<file path="config.mk">
export PLATFORM = sky130hd
export DESIGN_NAME = c3aibadapt_txasync_sr_sched
export DESIGN_NICKNAME = d
export VERILOG_FILES = /design/src/rtl/c3aibadapt_txasync_sr_sched.sv
export SDC_FILE = /design/constraint.sdc
export NUM_CORES = 1
export LEC_CHECK = 0
export BUFFER_PORTS_ARGS = -buffer_cell sky130_fd_sc_hd__buf_2
export CAP_MARGIN = 20
export CORE_ASPECT_RATIO = 0.75
export CORE_MARGIN = 10
export CORE_UTILIZATION = 45
export CTS_CLUSTER_DIAMETER = 80
export DETAILED_ROUTE_END_ITERATION = 8
export GPL_TIMING_DRIVEN = 1
export PLACE_DENSITY = 0.79
export SLEW_MARGIN = 20
export SYNTH_ARGS = -nofsm -noshare
export SYNTH_HDL_FRONTEND = slang
export SYNTH_SLANG_ARGS = --single-unit
</file>
<file path="constraint.sdc">
create_clock -name tx_clock_async_rx_osc_clk -period 5.7 [get_ports tx_clock_async_rx_osc_clk]
set_input_delay 0.57 -clock tx_clock_async_rx_osc_clk [delete_from_list [all_inputs] [get_ports tx_clock_async_rx_osc_clk]]
set_output_delay 0.57 -clock tx_clock_async_rx_osc_clk [all_outputs]
set_load 0.02 [all_outputs]
</file>
<file path="src/rtl/c3aibadapt_txasync_sr_sched.sv">
// Scheduler for the TX async shift-register update path. It arbitrates one
// load sequencer between a fast-SR (1-bit) and a slow-SR (multi-bit) requester.
module c3aibadapt_txasync_sr_sched #(
    parameter int SSR_WIDTH     = 36,
    parameter int SETUP_CYC     = 2,
    parameter int LOAD_CYC      = 2,
    parameter int HOLD_CYC      = 2,
    parameter int CHK_LAT       = 4,
    parameter int FSR_BURST_MAX = 4
) (
    input  logic                 tx_clock_async_rx_osc_clk,
    input  logic                 tx_reset_async_rx_osc_clk_rst,
    input  logic                 r_tx_async_sr_sched_en,
    input  logic                 fsr_req_valid,
    input  logic                 fsr_req_data,
    output logic                 fsr_req_ready,
    input  logic                 ssr_req_valid,
    input  logic [SSR_WIDTH-1:0] ssr_req_data,
    output logic                 ssr_req_ready,
    output logic                 tx_async_fabric_hssi_fsr_data,
    output logic                 tx_async_fabric_hssi_fsr_load,
    output logic [SSR_WIDTH-1:0] tx_async_fabric_hssi_ssr_data,
    output logic                 tx_async_fabric_hssi_ssr_load,
    input  logic                 tx_fsr_parity_checker_in,
    input  logic [SSR_WIDTH-1:0] tx_ssr_parity_checker_in,
    input  logic                 sr_chk_clr,
    output logic                 sched_busy,
    output logic                 sr_chk_err
);

    localparam int MAX_SL = (SETUP_CYC > LOAD_CYC) ? SETUP_CYC : LOAD_CYC;
    localparam int MAX_HC = (HOLD_CYC > CHK_LAT) ? HOLD_CYC : CHK_LAT;
    localparam int MAX_T  = (MAX_SL > MAX_HC) ? MAX_SL : MAX_HC;
    localparam int CNT_W  = $clog2(MAX_T) + 1;
    localparam int STRK_W = $clog2(FSR_BURST_MAX + 1);

    localparam logic [CNT_W-1:0]  SETUP_LD  = CNT_W'(SETUP_CYC - 1);
    localparam logic [CNT_W-1:0]  LOAD_LD   = CNT_W'(LOAD_CYC - 1);
    localparam logic [CNT_W-1:0]  HOLD_LD   = CNT_W'(HOLD_CYC - 1);
    localparam logic [CNT_W-1:0]  CHK_LD    = CNT_W'(CHK_LAT - 1);
    localparam logic [CNT_W-1:0]  CNT_ZERO  = {CNT_W{1'b0}};
    localparam logic [CNT_W-1:0]  CNT_ONE   = CNT_W'(1);
    localparam logic [STRK_W-1:0] BURST_MAX = STRK_W'(FSR_BURST_MAX);
    localparam logic [STRK_W-1:0] STRK_ZERO = {STRK_W{1'b0}};
    localparam logic [STRK_W-1:0] STRK_ONE  = STRK_W'(1);

    typedef enum logic [2:0] {
        ST_IDLE  = 3'd0,
        ST_SETUP = 3'd1,
        ST_LOAD  = 3'd2,
        ST_HOLD  = 3'd3,
        ST_CHECK = 3'd4
    } state_t;

    state_t                state_r, state_s;
    logic [CNT_W-1:0]      cnt_r, cnt_s;
    logic                  sel_r, sel_s;          // 1: slow-SR path selected
    logic [STRK_W-1:0]     streak_r, streak_s;
    logic                  fsr_data_r, fsr_data_s;
    logic                  fsr_load_r, fsr_load_s;
    logic [SSR_WIDTH-1:0]  ssr_data_r, ssr_data_s;
    logic                  ssr_load_r, ssr_load_s;
    logic                  err_r, err_s;
    logic                  idle_s, fsr_acc_s, ssr_acc_s, mismatch_s, chk_last_s;

    assign idle_s        = (state_r == ST_IDLE);
    assign fsr_req_ready = idle_s & r_tx_async_sr_sched_en & (~ssr_req_valid | (streak_r < BURST_MAX));
    assign ssr_req_ready = idle_s & r_tx_async_sr_sched_en & (~fsr_req_valid | (streak_r == BURST_MAX));
    assign fsr_acc_s     = fsr_req_valid & fsr_req_ready;
    assign ssr_acc_s     = ssr_req_valid & ssr_req_ready;

    assign mismatch_s = sel_r ? (tx_ssr_parity_checker_in != ssr_data_r)
                              : (tx_fsr_parity_checker_in != fsr_data_r);
    assign chk_last_s = (state_r == ST_CHECK) && (cnt_r == CNT_ZERO);

    assign tx_async_fabric_hssi_fsr_data = fsr_data_r;
    assign tx_async_fabric_hssi_fsr_load = fsr_load_r;
    assign tx_async_fabric_hssi_ssr_data = ssr_data_r;
    assign tx_async_fabric_hssi_ssr_load = ssr_load_r;
    assign sched_busy                    = ~idle_s;
    assign sr_chk_err                    = err_r;

    // Next-state, sequencing counter, grant bookkeeping and output updates.
    always_comb begin
        state_s    = state_r;
        cnt_s      = cnt_r;
        sel_s      = sel_r;
        streak_s   = streak_r;
        fsr_data_s = fsr_data_r;
        fsr_load_s = fsr_load_r;
        ssr_data_s = ssr_data_r;
        ssr_load_s = ssr_load_r;
        case (state_r)
            ST_IDLE: begin
                if (fsr_acc_s) begin
                    state_s    = ST_SETUP;
                    cnt_s      = SETUP_LD;
                    sel_s      = 1'b0;
                    fsr_data_s = fsr_req_data;
                    if (ssr_req_valid) begin
                        streak_s = (streak_r == BURST_MAX) ? streak_r : (streak_r + STRK_ONE);
                    end else begin
                        streak_s = STRK_ZERO;
                    end
                end else if (ssr_acc_s) begin
                    state_s    = ST_SETUP;
                    cnt_s      = SETUP_LD;
                    sel_s      = 1'b1;
                    ssr_data_s = ssr_req_data;
                    streak_s   = STRK_ZERO;
                end else begin
                    state_s = ST_IDLE;
                end
            end
            ST_SETUP: begin
                if (cnt_r == CNT_ZERO) begin
                    state_s    = ST_LOAD;
                    cnt_s      = LOAD_LD;
                    fsr_load_s = ~sel_r;
                    ssr_load_s = sel_r;
                end else begin
                    cnt_s = cnt_r - CNT_ONE;
                end
            end
            ST_LOAD: begin
                if (cnt_r == CNT_ZERO) begin
                    state_s    = ST_HOLD;
                    cnt_s      = HOLD_LD;
                    fsr_load_s = 1'b0;
                    ssr_load_s = 1'b0;
                end else begin
                    cnt_s = cnt_r - CNT_ONE;
                end
            end
            ST_HOLD: begin
                if (cnt_r == CNT_ZERO) begin
                    state_s = ST_CHECK;
                    cnt_s   = CHK_LD;
                end else begin
                    cnt_s = cnt_r - CNT_ONE;
                end
            end
            ST_CHECK: begin
                if (cnt_r == CNT_ZERO) begin
                    state_s = ST_IDLE;
                    cnt_s   = CNT_ZERO;
                end else begin
                    cnt_s = cnt_r - CNT_ONE;
                end
            end
            default: begin
                state_s    = ST_IDLE;
                cnt_s      = CNT_ZERO;
                fsr_load_s = 1'b0;
                ssr_load_s = 1'b0;
            end
        endcase
    end

    // Sticky readback-mismatch flag; a new mismatch outranks a same-cycle clear.
    always_comb begin
        err_s = err_r;
        if (chk_last_s && mismatch_s) begin
            err_s = 1'b1;
        end else if (sr_chk_clr) begin
            err_s = 1'b0;
        end else begin
            err_s = err_r;
        end
    end

    // State and output registers with synchronous reset.
    always_ff @(posedge tx_clock_async_rx_osc_clk) begin
        if (tx_reset_async_rx_osc_clk_rst) begin
            state_r    <= ST_IDLE;
            cnt_r      <= CNT_ZERO;
            sel_r      <= 1'b0;
            streak_r   <= STRK_ZERO;
            fsr_data_r <= 1'b0;
            fsr_load_r <= 1'b0;
            ssr_data_r <= {SSR_WIDTH{1'b0}};
            ssr_load_r <= 1'b0;
            err_r      <= 1'b0;
        end else begin
            state_r    <= state_s;
            cnt_r      <= cnt_s;
            sel_r      <= sel_s;
            streak_r   <= streak_s;
            fsr_data_r <= fsr_data_s;
            fsr_load_r <= fsr_load_s;
            ssr_data_r <= ssr_data_s;
            ssr_load_r <= ssr_load_s;
            err_r      <= err_s;
        end
    end

endmodule

</file>
==> metrics.yaml <==
ys_ff_latch: 50
crit_required_ns: 5.84
htree_levels: 2
slew-limit-headroom_pct: 30.6
worstHoldPathCells: 2
syn_area_sq_mm: 0.00250
drc: 0
holdWs_ns: 0.483
setup-tns-final_ns: 0
via_count: 2279
drt_iter0_markers: 94
arrival_ns: 2.54
ys_types: 41
worstHoldStart: "tx_async_fabric_hssi_ssr_load"
reg2reg_slack_ns: 3.30
cts_root_buf: "clkbuf_8"
rsz0062_at_grt: "no"
antenna_found_initial: 0
max_cap_violations: 0
multiInputGateArea_sq_mm: 0.00138
powerDensity_mw_per_mm2: 236
worstSetupPathType: "register to register"
cp-end-kind: "register"
core_area_sq_mm: 0.00535
cts.sinks: 50
initial_core_util_pct: 46.7
ctsResizeCount: 0
r2r-start: "state_r[2]"
post_cts_buffers: 0
crit_path_max_incr_delay_ns: 0.70
start_kind: "register"
ir_drop_v: 0.000165
num_rows: 23
cts.reportedPaths.clkPinSlew_ns: 0.09
post_drt_wl_per_cell_um: 15.2
synth-main-ff-cell: "dfxtp_1"
min_period_ns: 2.40
area.growth.synth_to_final_pct: 28.3
grt_pass1_wl_mm: 11.4
synthCells: 268
io_buffers: 122
maxSlewViolCount: 0
clk_latency_ns: 0.29
cts_buffer_depth: 2
cts_buffers: 5
die_w_um: 106
regArea_sq_mm: 0.00100
dp_hpwl_mm: 5.53
ios: 123
drt_wl_total_mm: 6.97
finalSetupViolCount: 0
async_reset_ff_share_pct: 0
die_y_um: 84.6
skew_ns: 0.00587
dieArea_sq_mm: 0.00897
diodes: 0
track_usage_pct: 15.0
worst_path_max_delay_cell: "a211o_2"
yosysSeqAreaShare_pct: 40.0
whs_endpoint: "tx_async_fabric_hssi_ssr_load"
viasPerCell: 4.99
worst_pin_slew_ns: 1.04
drtPass1Iterations: 4
final_layout_size_suffix_gt1_share_pct: 35.1
grt_start_max_net_pins: 51
status: "finished clean"
synth_edf_count: 0
cp_num_buf_inv: 0
hold_viol_final: 0
grt_pass1_vias: 2339
yosys_warnings: 0
reg2reg_depth: 4
ant_nets: 0
fmax_mhz: 417
synth.avg_cell_area_sq_um: 9.33
synth_nets: 352
leakage_nw: 1.80
worstPathCellList: "or4b_4 -> a211o_2 -> mux2i_1 -> nor2_1"
fin_nets: 465
n_fill_cell: 511
cp_max_fo: 37
worstHoldPathType: "register to register"
overflow: 0
period_share_pct: 42.1
ctsHoldBuffers: 0
gp_congestion: 0.824
cts_tree: "done"
cp_top_family: "simple AND/OR/NAND/NOR gates"
r2r_end: "tx_async_fabric_hssi_ssr_data[18]"
## layer usage
layer  GRT usage, %  up-vias  part of all wire [%]
met5              0        -                     0
li1               -     1139                     -
met4           3.68        0                   1.1
met3           5.65        6                   9.8
met1           18.2     1053                    43
met2           24.6       81                    46
## cell type report
type / count / area share (%)
Sequential cell: 50 / 31.2
Timing Repair Buffer: 122 / 19.0
Clock buffer: 7 / 2.69
Clock inverter: 1 / 0.156
Multi-Input combinational cell: 193 / 42.9
Inverter: 9 / 1.05
Tap cell: 75 / 2.93
## how the worst max path moves through the flow
stage / startpoint / to / slack [ns] / cells after the start
after detailed placement: r_tx_async_sr_sched_en / tx_async_fabric_hssi_ssr_data[18] / 3.28 / 5
after global routing: state_r[2] / tx_async_fabric_hssi_ssr_data[20] / 3.18 / 4
after floorplan: r_tx_async_sr_sched_en / fsr_req_ready / 3.73 / 2
final: state_r[2] / tx_async_fabric_hssi_ssr_data[18] / 3.30 / 4
after global placement: r_tx_async_sr_sched_en / tx_async_fabric_hssi_ssr_data[25] / 3.33 / 5
after CTS: state_r[2] / tx_async_fabric_hssi_ssr_data[18] / 3.31 / 4
## layout by cell type (no fill, tap or decap), types with 2 or more instances in the layout
master	synthesis	layout
nand3_1	2	2
nand3b_1	2	2
a21oi_1	8	8
nor4_1	8	8
nor3b_1	2	2
clkbuf_8	0	6
nand2_1	7	7
inv_1	9	9
xor2_1	37	37
mux2i_1	37	37
dfxtp_1	50	50
o21ai_0	2	2
nand2b_1	3	3
nand4_1	4	4
nor3_1	2	2
buf_2	0	122
ha_1	4	4
nor2_1	48	48
a21boi_0	2	2
a31oi_1	3	3
or3_1	2	2
## logic make-up (layout without fill, tap and decap cells)
logic type / after synthesis / after routing / share of synthesized area, %
flip-flops: 50 / 50 / 40.0
XOR/XNOR: 38 / 38 / 13.3
buffers and inverters: 25 / 139 / 4.95
AO/OA/AOI/OAI: 26 / 26 / 7.30
AND/OR/NAND/NOR: 87 / 87 / 17.2
adder cells (fa/ha/maj): 4 / 4 / 2.00
multiplexers: 38 / 38 / 15.3
## flip-flops by register name, indices dropped and copies added (netlist names)
name	count
tx_async_fabric_hssi_fsr_load	1
state_r	3
streak_r	3
cnt_r	3
sel_r	1
tx_async_fabric_hssi_ssr_data	36
tx_async_fabric_hssi_fsr_data	1
tx_async_fabric_hssi_ssr_load	1
sr_chk_err	1
## synthesized netlist by cell type (2+ instances only)
cell type	instances	area share [%]
nand4_1	4	1.0
a21oi_1	8	1.6
a31oi_1	3	0.75
nor3_1	2	0.40
nand3b_1	2	0.60
nand3_1	2	0.40
mux2i_1	37	15
dfxtp_1	50	40
nand2b_1	3	0.75
nand2_1	7	1.1
clkbuf_1	12	1.8
xor2_1	37	13
or3_1	2	0.50
a21boi_0	2	0.60
nor3b_1	2	0.60
ha_1	4	2.0
nor2_1	48	7.2
inv_1	9	1.4
nor4_1	8	2.0
buf_6	4	1.8
o21ai_0	2	0.40
## worst register-to-register path: cells and delay by family (launching register included)
| family | cells | cell delay (ns) |
|---|---|---|
| AO/OA/AOI/OAI | 1 | 0.70 |
| flip-flops | 1 | 0.49 |
| multiplexers | 1 | 0.36 |
| AND/OR/NAND/NOR | 2 | 0.70 |
## metrics by stage
stage                     area, sq um  setup WS [ns]  utilization (%)  std cells  total power, mW
after floorplan                  2500           3.73                -        268            0.499
after global placement           3120           3.33             58.2        449            0.555
after detailed placement         3120           3.28             58.2        449            0.561
after CTS                        3210           3.31             59.9        457            0.771
after global routing             3210           3.18             59.9        457            0.800
final                            3210           3.30             59.9        457            0.757
## power by group
group | internal [mW] | leakage [nW] | switching (mW)
Sequential | 0.366 | 0.406 | 0.0199
Combinational | 0.0740 | 1.35 | 0.0917
Clock | 0.0981 | 0.0482 | 0.107
(Power assumes the default switching activity.)
